==> src/rtl/fetch_queue.sv <==
// fetch_queue: owns the fetch PC, drives instruction memory, buffers fetched words in a prefetch FIFO.
// Redirects flush the FIFO and restart fetch at the aligned target.
module fetch_queue #(
    parameter logic [31:0] RESET_PC = 32'h0000_0000,
    parameter int          DEPTH    = 4
) (
    input  logic                   clk,
    input  logic                   reset_n,
    input  logic                   fetch_en,
    output logic [31:0]            imem_a,
    input  logic [31:0]            imem_rd,
    input  logic                   redirect,
    input  logic [31:0]            redirect_pc,
    output logic                   instr_valid,
    input  logic                   instr_ready,
    output logic [31:0]            instr,
    output logic [31:0]            instr_pc,
    output logic [31:0]            instr_pc8,
    output logic [$clog2(DEPTH):0] count
);
    localparam int AW = $clog2(DEPTH);
    localparam logic [AW:0] FULL = (AW+1)'(DEPTH);
    logic [31:0]   fetch_pc;
    logic [31:0]   pc_mem  [DEPTH];
    logic [31:0]   ins_mem [DEPTH];
    logic [AW-1:0] rd_ptr, wr_ptr;
    logic          push, pop;
    assign imem_a      = {fetch_pc[31:2], 2'b00};
    assign instr_valid = count != '0;
    assign pop         = instr_valid & instr_ready;
    // a full queue still accepts a word when the head leaves in the same cycle
    assign push        = fetch_en & ~redirect & ((count < FULL) | pop);
    assign instr       = instr_valid ? ins_mem[rd_ptr] : '0;
    assign instr_pc    = instr_valid ? pc_mem[rd_ptr] : '0;
    assign instr_pc8   = instr_valid ? pc_mem[rd_ptr] + 32'd8 : '0;
    always_ff @(posedge clk) begin
        if (push) begin
            pc_mem[wr_ptr]  <= fetch_pc;
            ins_mem[wr_ptr] <= imem_rd;
        end
    end
    always_ff @(posedge clk or negedge reset_n) begin
        if (!reset_n) begin
            fetch_pc <= RESET_PC & ~32'd3;
            rd_ptr   <= '0;
            wr_ptr   <= '0;
            count    <= '0;
        end else if (redirect) begin
            fetch_pc <= redirect_pc & ~32'd3;
            rd_ptr   <= '0;
            wr_ptr   <= '0;
            count    <= '0;
        end else begin
            if (push) begin
                wr_ptr   <= wr_ptr + AW'(1);
                fetch_pc <= fetch_pc + 32'd4;
            end
            if (pop) rd_ptr <= rd_ptr + AW'(1);
            count <= count + (AW+1)'(push) - (AW+1)'(pop);
        end
    end
endmodule

==> config.mk <==
export PLATFORM = sky130hd
export DESIGN_NAME = fetch_queue
export DESIGN_NICKNAME = d
export VERILOG_FILES = /design/src/rtl/fetch_queue.sv
export SDC_FILE = /design/constraint.sdc
export NUM_CORES = 1
export LEC_CHECK = 0
export CELL_PAD_IN_SITES_DETAIL_PLACEMENT = 0
export CELL_PAD_IN_SITES_GLOBAL_PLACEMENT = 2
export CORE_UTILIZATION = 40
export CTS_BUF_LIST = sky130_fd_sc_hd__clkbuf_8
export DETAILED_ROUTE_END_ITERATION = 10
export PLACE_DENSITY_LB_ADDON = 0.05
export SYNTH_ARGS = -nofsm -noshare
export SYNTH_HDL_FRONTEND = slang
export SYNTH_SLANG_ARGS = --single-unit
==> constraint.sdc <==
create_clock -name clk -period 4.6 [get_ports clk]
set_input_delay 1.15 -clock clk [delete_from_list [all_inputs] [get_ports clk]]
set_output_delay 1.15 -clock clk [all_outputs]
set_load 0.05 [all_outputs]
**Word-level counts from Yosys, hierarchy flattened**

Memories as Yosys holds them, arrays and structs flattened.
Cells that the tools add are included.

- Bits in registers: 39
- Input port bits: 69
- Logic and storage cells: 33
- Memories: 2
- Output and inout port bits: 132
- Bits in writable memories: 256

- Reductions and logical operators: 3
- Add/sub/neg operators: 6
- Magnitude comparators: 1
- Multiplexer cells: 12
- Bitwise operators: 5

Memories:

| name | words | bits a word | read ports | clocked after memory_dff | write ports | line | text |
|---|---|---|---|---|---|---|---|
| ins_mem | 4 | 32 | 1 | 0 | 1 | 25 | `logic [31:0] ins_mem [DEPTH];` |
| pc_mem | 4 | 32 | 1 | 0 | 1 | 24 | `logic [31:0] pc_mem [DEPTH];` |

Operator list:

| kind | number |
|---|---|
| $mux 32 | 5 |
| $add 32x3->32 const B | 1 |
| $add 32x4->32 const B | 1 |
| $mux 2 | 4 |
| $add 2x1->2 const B | 2 |
| $reduce_bool 2->1 | 2 |
| $add 3x1->3 | 1 |
| $and 1x1->1 | 3 |
| $lt 3x3->1 const B | 1 |
| $mux 3 | 1 |
| $reduce_bool 3->1 | 1 |
| $sub 3x1->3 | 1 |
| $mux 1 | 2 |
| $not 1->1 | 1 |
| $or 1x1->1 | 1 |

**Longest topological paths before layout**

Gate-level depths: netlist of run 1.

- Depth in word-level cells: 7
- Depth in mapped cells: 11
- Depth with buffers taken out: 11

**Worst setup path before layout of run 1**

No wires, ideal clock.

- Path type: reg-to-output
- Start point: register rd_ptr[0]
- End point: output instr_pc8[22]
- Cell stages (with the launch flop): 8
- Path slack: 0.457 ns
- Data required time: 3.450 ns
- Buffers on the path: 2
- Data arrival time: 2.993 ns
- Path through: dfrtp_1 buf_6 mux4_2 nand3_2 or4_1 buf_2 or4_1 a21oi_1

- Word-level cells in the longest chain between the ends: 3

RTL lines:

| element | line | text |
|---|---|---|
| start: declaration | 26 | `logic [AW-1:0] rd_ptr, wr_ptr;` |
| start signal: assignment | 58 | `if (pop) rd_ptr <= rd_ptr + AW'(1);` |
| $mem_v2 4x32 | - |  |
| $add 32x4->32 | 35 | `assign instr_pc8 = instr_valid ? pc_mem[rd_ptr] + 32'd8 : '0;` |
| $mux 32 | 35 |  |
| end: declaration | 18 | `output logic [31:0] instr_pc8,` |

No other way between the ends.

**Final worst setup path of run 1**

- Start point: register rd_ptr[0]
- End point: output instr_pc8[31]

Same word-level chain as after synthesis.

==> results of run 1 <==
## worst paths after layout
path,to,startpoint,cells past startpoint
worst max-delay path,instr_pc8[31],rd_ptr[0],8
worst min register to register,wr_ptr[1],wr_ptr[1],2
max in group asynchronous,rd_ptr[0],reset_n,1
min in group asynchronous,fetch_pc[12],reset_n,1
worst min-delay path,wr_ptr[1],wr_ptr[1],2
worst max register to register,count[2],count[1],11
## flip-flops by register name, summed over array words and instances (netlist names)
signal and cells:
rd_ptr 2, wr_ptr 2, count 3, fetch_pc 30, pc_mem 120, ins_mem 128
## power groups by stage
stage                     clock (mW)  combinational, mW  sequential, mW
final                           2.25               4.63            3.09
after floorplan                    0               2.95            3.23
after global routing            2.42               4.86            3.11
after CTS                       2.31               4.58            3.12
after global placement             0               4.54            3.15
after detailed placement           0               4.55            3.17
## critical path: cells and delay by family, from the launching register on
| family | cells | cell delay [ns] |
|---|---|---|
| buffers and inverters | 3 | 0.49 |
| muxes | 2 | 0.76 |
| DFF | 1 | 0.49 |
| and+or+nand+nor | 3 | 1.08 |
## cells by family after synthesis
family / count (synthesis) / share of synthesized area [%]
AND/OR/NAND/NOR: 242 / 10.7
other: 1 / 0.0307
buffers and inverters: 60 / 2.54
XOR/XNOR: 37 / 2.65
multiplexers: 71 / 12.3
AO/OA/AOI/OAI: 55 / 2.41
flip-flops: 285 / 68.5
adder cells (fa/ha/maj): 9 / 0.982
## what timing repair did
item,4_1_cts,5_1_grt
endpoints found under the setup margin,10,10
pin swaps,1,4
gates resized for setup,8,7
endpoints found under the hold margin,0,0
setup buffers,1,13
## cells in the mapped netlist, drive strengths merged, types with 2 or more instances
cell type | number | share of area (%)
edfxtp | 248 | 61
and2 | 64 | 3.3
mux4 | 62 | 11
nand2 | 44 | 1.4
nor2 | 43 | 1.3
dfrtp | 37 | 7.6
o21ai | 34 | 1.4
xnor2 | 31 | 2.2
buf | 21 | 1.3
clkbuf | 21 | 0.64
nand3 | 21 | 0.94
inv | 18 | 0.55
nor4 | 15 | 0.77
or3 | 12 | 0.61
nor3 | 10 | 0.41
a21oi | 9 | 0.37
a31oi | 8 | 0.41
and3 | 8 | 0.41
ha | 8 | 0.82
mux2 | 8 | 0.74
or4 | 8 | 0.52
nand4 | 6 | 0.36
xor2 | 6 | 0.43
o31ai | 4 | 0.25
and4 | 2 | 0.14
nand2b | 2 | 0.10
nor4b | 2 | 0.14
or2 | 2 | 0.10
## layer usage
metal | up-vias | wire [um]
met5 | - | 40
met4 | 6 | 427
met3 | 46 | 1740
met2 | 210 | 14000
met1 | 3745 | 13100
li1 | 3373 | -
## metrics by stage
stage | instances | area (um^2) | setup WS (ns) | setup TNS [ns]
after CTS | 1407 | 15600 | -0.00314 | -0.00314
after detailed placement | 1321 | 14700 | 0.431 | 0
after global placement | 1321 | 14700 | 0.443 | 0
final | 1420 | 15800 | 0.0659 | 0
after floorplan | 765 | 12200 | 0.457 | 0
after global routing | 1420 | 15800 | -0.0775 | -0.164
## final cells by class
type	instances	area, um^2
Clock inverter	36	279
Inverter	18	67.6
Timing Repair Buffer	222	2270
Fill cell	2489	14100
Tap cell	390	488
Multi-Input combinational cell	420	3640
Clock buffer	49	674
Sequential cell	285	8380
==> out/metrics.yaml, run 1 <==
global_route:
  grt_use_met2_pct: 30.6
  grt_most_used_layer: "met2"
  antenna_found_initial: 4
  track_usage_pct: 19.0
  grtUsageMet1_pct: 26.3
  gr-total-overflow: 0
  grt_pass1_wl_mm: 44.5
  grt_max_degree: 53
  grt_pass1_vias: 7724
  globalRouteMet3Util_pct: 4.30
cts:
  clock_latency_ns: 0.56
  cts-root-buf: "clkbuf_8"
  cts_hold_buf: 0
  htreeDepth: 2
  clk_pin_slew_ns: 0.06
  cts-buffers-inserted: 47
  cts_tree: "done"
  cts_buffer_depth: 3
  clkSinkCount: 285
worst_setup_path:
  endpoint_kind: "primary output"
  crit_type: "flip-flop to primary output"
  start_kind: "flip-flop"
  r2r_setup_slack_ns: 1.81
  critPathMaxFanout: 12
  path_cells: "buf_12 -> buf_6 -> mux4_2 -> nand4_2 -> or4_4 -> nor4_2 -> mux2_1 -> buf_4"
  arrival_ns: 3.38
  required_ns: 3.45
  critPathSlowestCell: "or4_4"
  slowest_delay_ns: 0.62
sta:
  worstMarginPinSlew_ns: 0.972
  hold_viol_final: 0
  period_minus_slack_ns: 4.53
  post-route-period-util_pct: 98.6
  grt_setup_unrepaired: "true"
  report.final.slew_viol_count: 0
  whs_ns: 0.579
  slew_headroom_pct: 35.2
  finalSetupViolCount: 0
  max_freq_mhz: 221
  clock_skew_ns: 0.0193
run:
  max-cap-violations: 0
synthesis:
  avgSynthCellArea_um2: 16.1
  async_flop_share_pct: 13.0
  synthCells: 760
  yosysWarningCount: 0
  yosysUniqueCellTypes: 43
  synthFlopType: "edfxtp_1"
  yosysSeqAreaShare_pct: 68.5
  ys_ff_latch: 285
  synth_edf_count: 248
  syn_area_mm2: 0.0122
power_and_ir_drop:
  combPwrFrac_pct: 46.4
  seqPwrFrac_pct: 31.0
  p_switching_mw: 4.07
  pwr-share-clk_pct: 22.6
  finalPower_mw: 9.98
  cellInternalPower_mw: 5.91
  p_sw_share_pct: 40.8
  p_leak_nw: 5.35
  power.density_mw_per_mm2: 632
  ir_worst_vdd_v: 0.000353
final_layout:
  final_common_cell: "edfxtp_1"
  mostFrequentLayoutCells: "248 x edfxtp_1, 170 x clkdlybuf4s50_1, 61 x mux4_2"
  nets: 1072
  synthToLayoutAreaGrowth_pct: 29.1
  final_layout_size_suffix_gt1_share_pct: 18.6
  final_util_pct: 52.9
  diodes: 0
placement:
  io_buffers: 192
  dp_hpwl_mm: 18.6
  place.gp.congestion: 0.742
routing:
  avgRoutedWirePerCell_um: 20.6
  drtIter0Drc: 362
  dr.pass1.iters: 4
  drc_errors: 0
  ant_nets: 0
  viasPerCell: 5.20
  route.vias.total: 7380
  wl_mm: 29.3
floorplanning:
  ios: 201
  die_x_um: 177
  fp-row-count: 63
  dieArea_mm2: 0.0313
  core_area_mm2: 0.0299
  die_y_um: 177
  start_util_pct: 40.9
outcome:
  status: "completed"
min_path:
  min_path_type: "flip-flop to flip-flop"
No activity file was read; power rests on OpenSTA's default activity.
==> run 2, diff against run 1 <==
--- a/config.mk
+++ b/config.mk
@@ -11,6 +11,7 @@
 export CTS_BUF_LIST = sky130_fd_sc_hd__clkbuf_8
 export DETAILED_ROUTE_END_ITERATION = 10
 export PLACE_DENSITY_LB_ADDON = 0.05
+export RECOVER_POWER = 50
 export SYNTH_ARGS = -nofsm -noshare
 export SYNTH_HDL_FRONTEND = slang
 export SYNTH_SLANG_ARGS = --single-unit
==> out/metrics.yaml, run 2 (synthesis results as in run 1) <==
final_layout:
  largest_reg_flops: 128
  final_util_pct: 52.8
  fin_area_mm2: 0.0158
  top_regs: "ins_mem: 128 flops, pc_mem: 120 flops, fetch_pc: 30 flops"
  diodes: 0
  top_register: "ins_mem"
  nets: 1072
  final_common_cell: "edfxtp_1"
  mostFrequentLayoutCells: "248 x edfxtp_1, 137 x clkdlybuf4s50_1, 63 x and2_1"
  synthToLayoutAreaGrowth_pct: 29.0
  instances_no_fill: 1420
  final_layout_size_suffix_gt1_share_pct: 18.0
  nFillCells: 2494
cts:
  cts-root-buf: "clkbuf_8"
  clkSinkCount: 285
  cts_buffer_depth: 3
  clock_latency_ns: 0.56
  cts-buffers-inserted: 47
  clk_pin_slew_ns: 0.06
  cts_hold_buf: 0
  cts_tree: "done"
  htreeDepth: 2
min_path:
  worst_hold_path.num_cells: 2
  min_path_type: "flip-flop to flip-flop"
  whs_endpoint: "wr_ptr[1]"
  worstHoldStart: "wr_ptr[1]"
sta:
  setup_slack_ns: 0.0723
  clock_skew_ns: 0.0171
  hold_viol_final: 0
  fin_setup_tns_ns: 0
  slew_headroom_pct: -55.6
  post-route-period-util_pct: 98.4
  max_freq_mhz: 221
  worstMarginPinSlew_ns: 2.33
  period_minus_slack_ns: 4.53
  grt_setup_unrepaired: "true"
  finalSetupViolCount: 0
  report.final.slew_viol_count: 132
routing:
  ant_nets: 0
  route.vias.total: 7359
  avgRoutedWirePerCell_um: 20.6
  drc_errors: 0
  viasPerCell: 5.18
  dr.pass1.iters: 4
  wl_mm: 29.2
  drtIter0Drc: 341
outcome:
  status: "finished with violations"
  violations: "capacitance limit, slew limit"
placement:
  place.gp.congestion: 0.742
  dp.cells: 1321
  placed_area_mm2: 0.0147
  io_buffers: 192
  dp_hpwl_mm: 18.6
  pre_cts_slack_ns: 0.431
worst_setup_path:
  reg2regPathDepth: 5
  endpoint_kind: "primary output"
  crit_type: "flip-flop to primary output"
  r2r_setup_slack_ns: 1.34
  arrival_ns: 3.38
  r2r_start: "count[2]"
  required_ns: 3.45
  rr_endpoint: "ins_mem[3][6]"
  critPathMaxFanout: 12
  start_kind: "flip-flop"
floorplanning:
  ios: 201
  core_area_mm2: 0.0299
  dieArea_mm2: 0.0313
  die_y_um: 177
  start_util_pct: 40.9
  fp-row-count: 63
  die_x_um: 177
power_and_ir_drop:
  ir_worst_vdd_v: 0.000353
  p_leak_nw: 5.35
  power.density_mw_per_mm2: 632
global_route:
  gr-total-overflow: 0
  grt_max_degree: 53
  grt_pass1_vias: 7724
  grt_pass1_wl_mm: 44.5
  antenna_found_initial: 5
  track_usage_pct: 19.0
run:
  max-cap-violations: 4
==> run 2: changes by cell type in the layout (fill, tap and decap cells not counted) <==
cell,before,now
inv_1,35,36
and2_1,60,63
inv_2,1,0
clkdlybuf4s50_1,170,137
buf_2,1,0
dlygate4sd3_1,0,33
and2_4,4,1
buf_4,32,30
clkbuf_1,0,3
==> run 2: metal layers <==
metal / vias to the layer above / GRT usage [%] / routed length, um
met1: 3733 / 26.3 / 13100
met4: 8 / 4.67 / 401
met5: - / 0 / 54
met3: 46 / 4.30 / 1660
li1: 3370 / - / -
met2: 202 / 30.6 / 14000
==> run 2: critical path, stage by stage (launching register included) <==
cell and delay, ns:
dfrtp_4 0.49, buf_12 0.14, buf_6 0.16, mux4_2 0.41, nand4_2 0.16, or4_4 0.62
nor4_2 0.30, mux2_1 0.35, buf_4 0.19
==> run 2: final cells by class <==
| cell class | instances | area, um^2 | area share, % |
|---|---|---|---|
| tap | 390 | 488 | 3.09 |
| clock inverter | 36 | 279 | 1.77 |
| inverter | 18 | 67.6 | 0.428 |
| sequential | 285 | 8380 | 53.1 |
| clock buffer | 49 | 674 | 4.28 |
| multi-input combinational | 420 | 3630 | 23.0 |
| timing repair buffer | 222 | 2260 | 14.3 |
==> run 2: worst max-delay path by stage <==
stage,startpoint,end,slack [ns],cells past startpoint
floorplan,rd_ptr[0],instr_pc8[22],0.46,7
global placement,rd_ptr[0],instr_pc8[22],0.44,6
detailed placement,rd_ptr[0],instr_pc8[22],0.43,6
CTS,rd_ptr[0],instr_pc8[31],-0.003,7
global route,rd_ptr[0],instr_pc8[31],-0.08,8
finish,rd_ptr[0],instr_pc8[31],0.07,8
==> run 2: what timing repair did <==
| item | in CTS | in global routing |
|---|---|---|
| pin swaps | 1 | 4 |
| setup buffers | 1 | 13 |
| setup endpoints to repair | 10 | 10 |
| resized for setup | 8 | 7 |
==> run 2: stage by stage <==
step / total power [mW] / hold WS (ns)
floorplan: 6.18 / 0.543
global placement: 7.69 / 0.554
detailed placement: 7.72 / 0.570
CTS: 10.0 / 0.578
global route: 10.4 / 0.608
finish: 9.96 / 0.579
==> run 2: report_power, final <==
part	internal [mW]	switching, mW	total (mW)
logic	1.65	2.96	4.61
registers	2.98	0.115	3.10
clock network	1.27	0.985	2.25
total	5.90	4.06	9.96
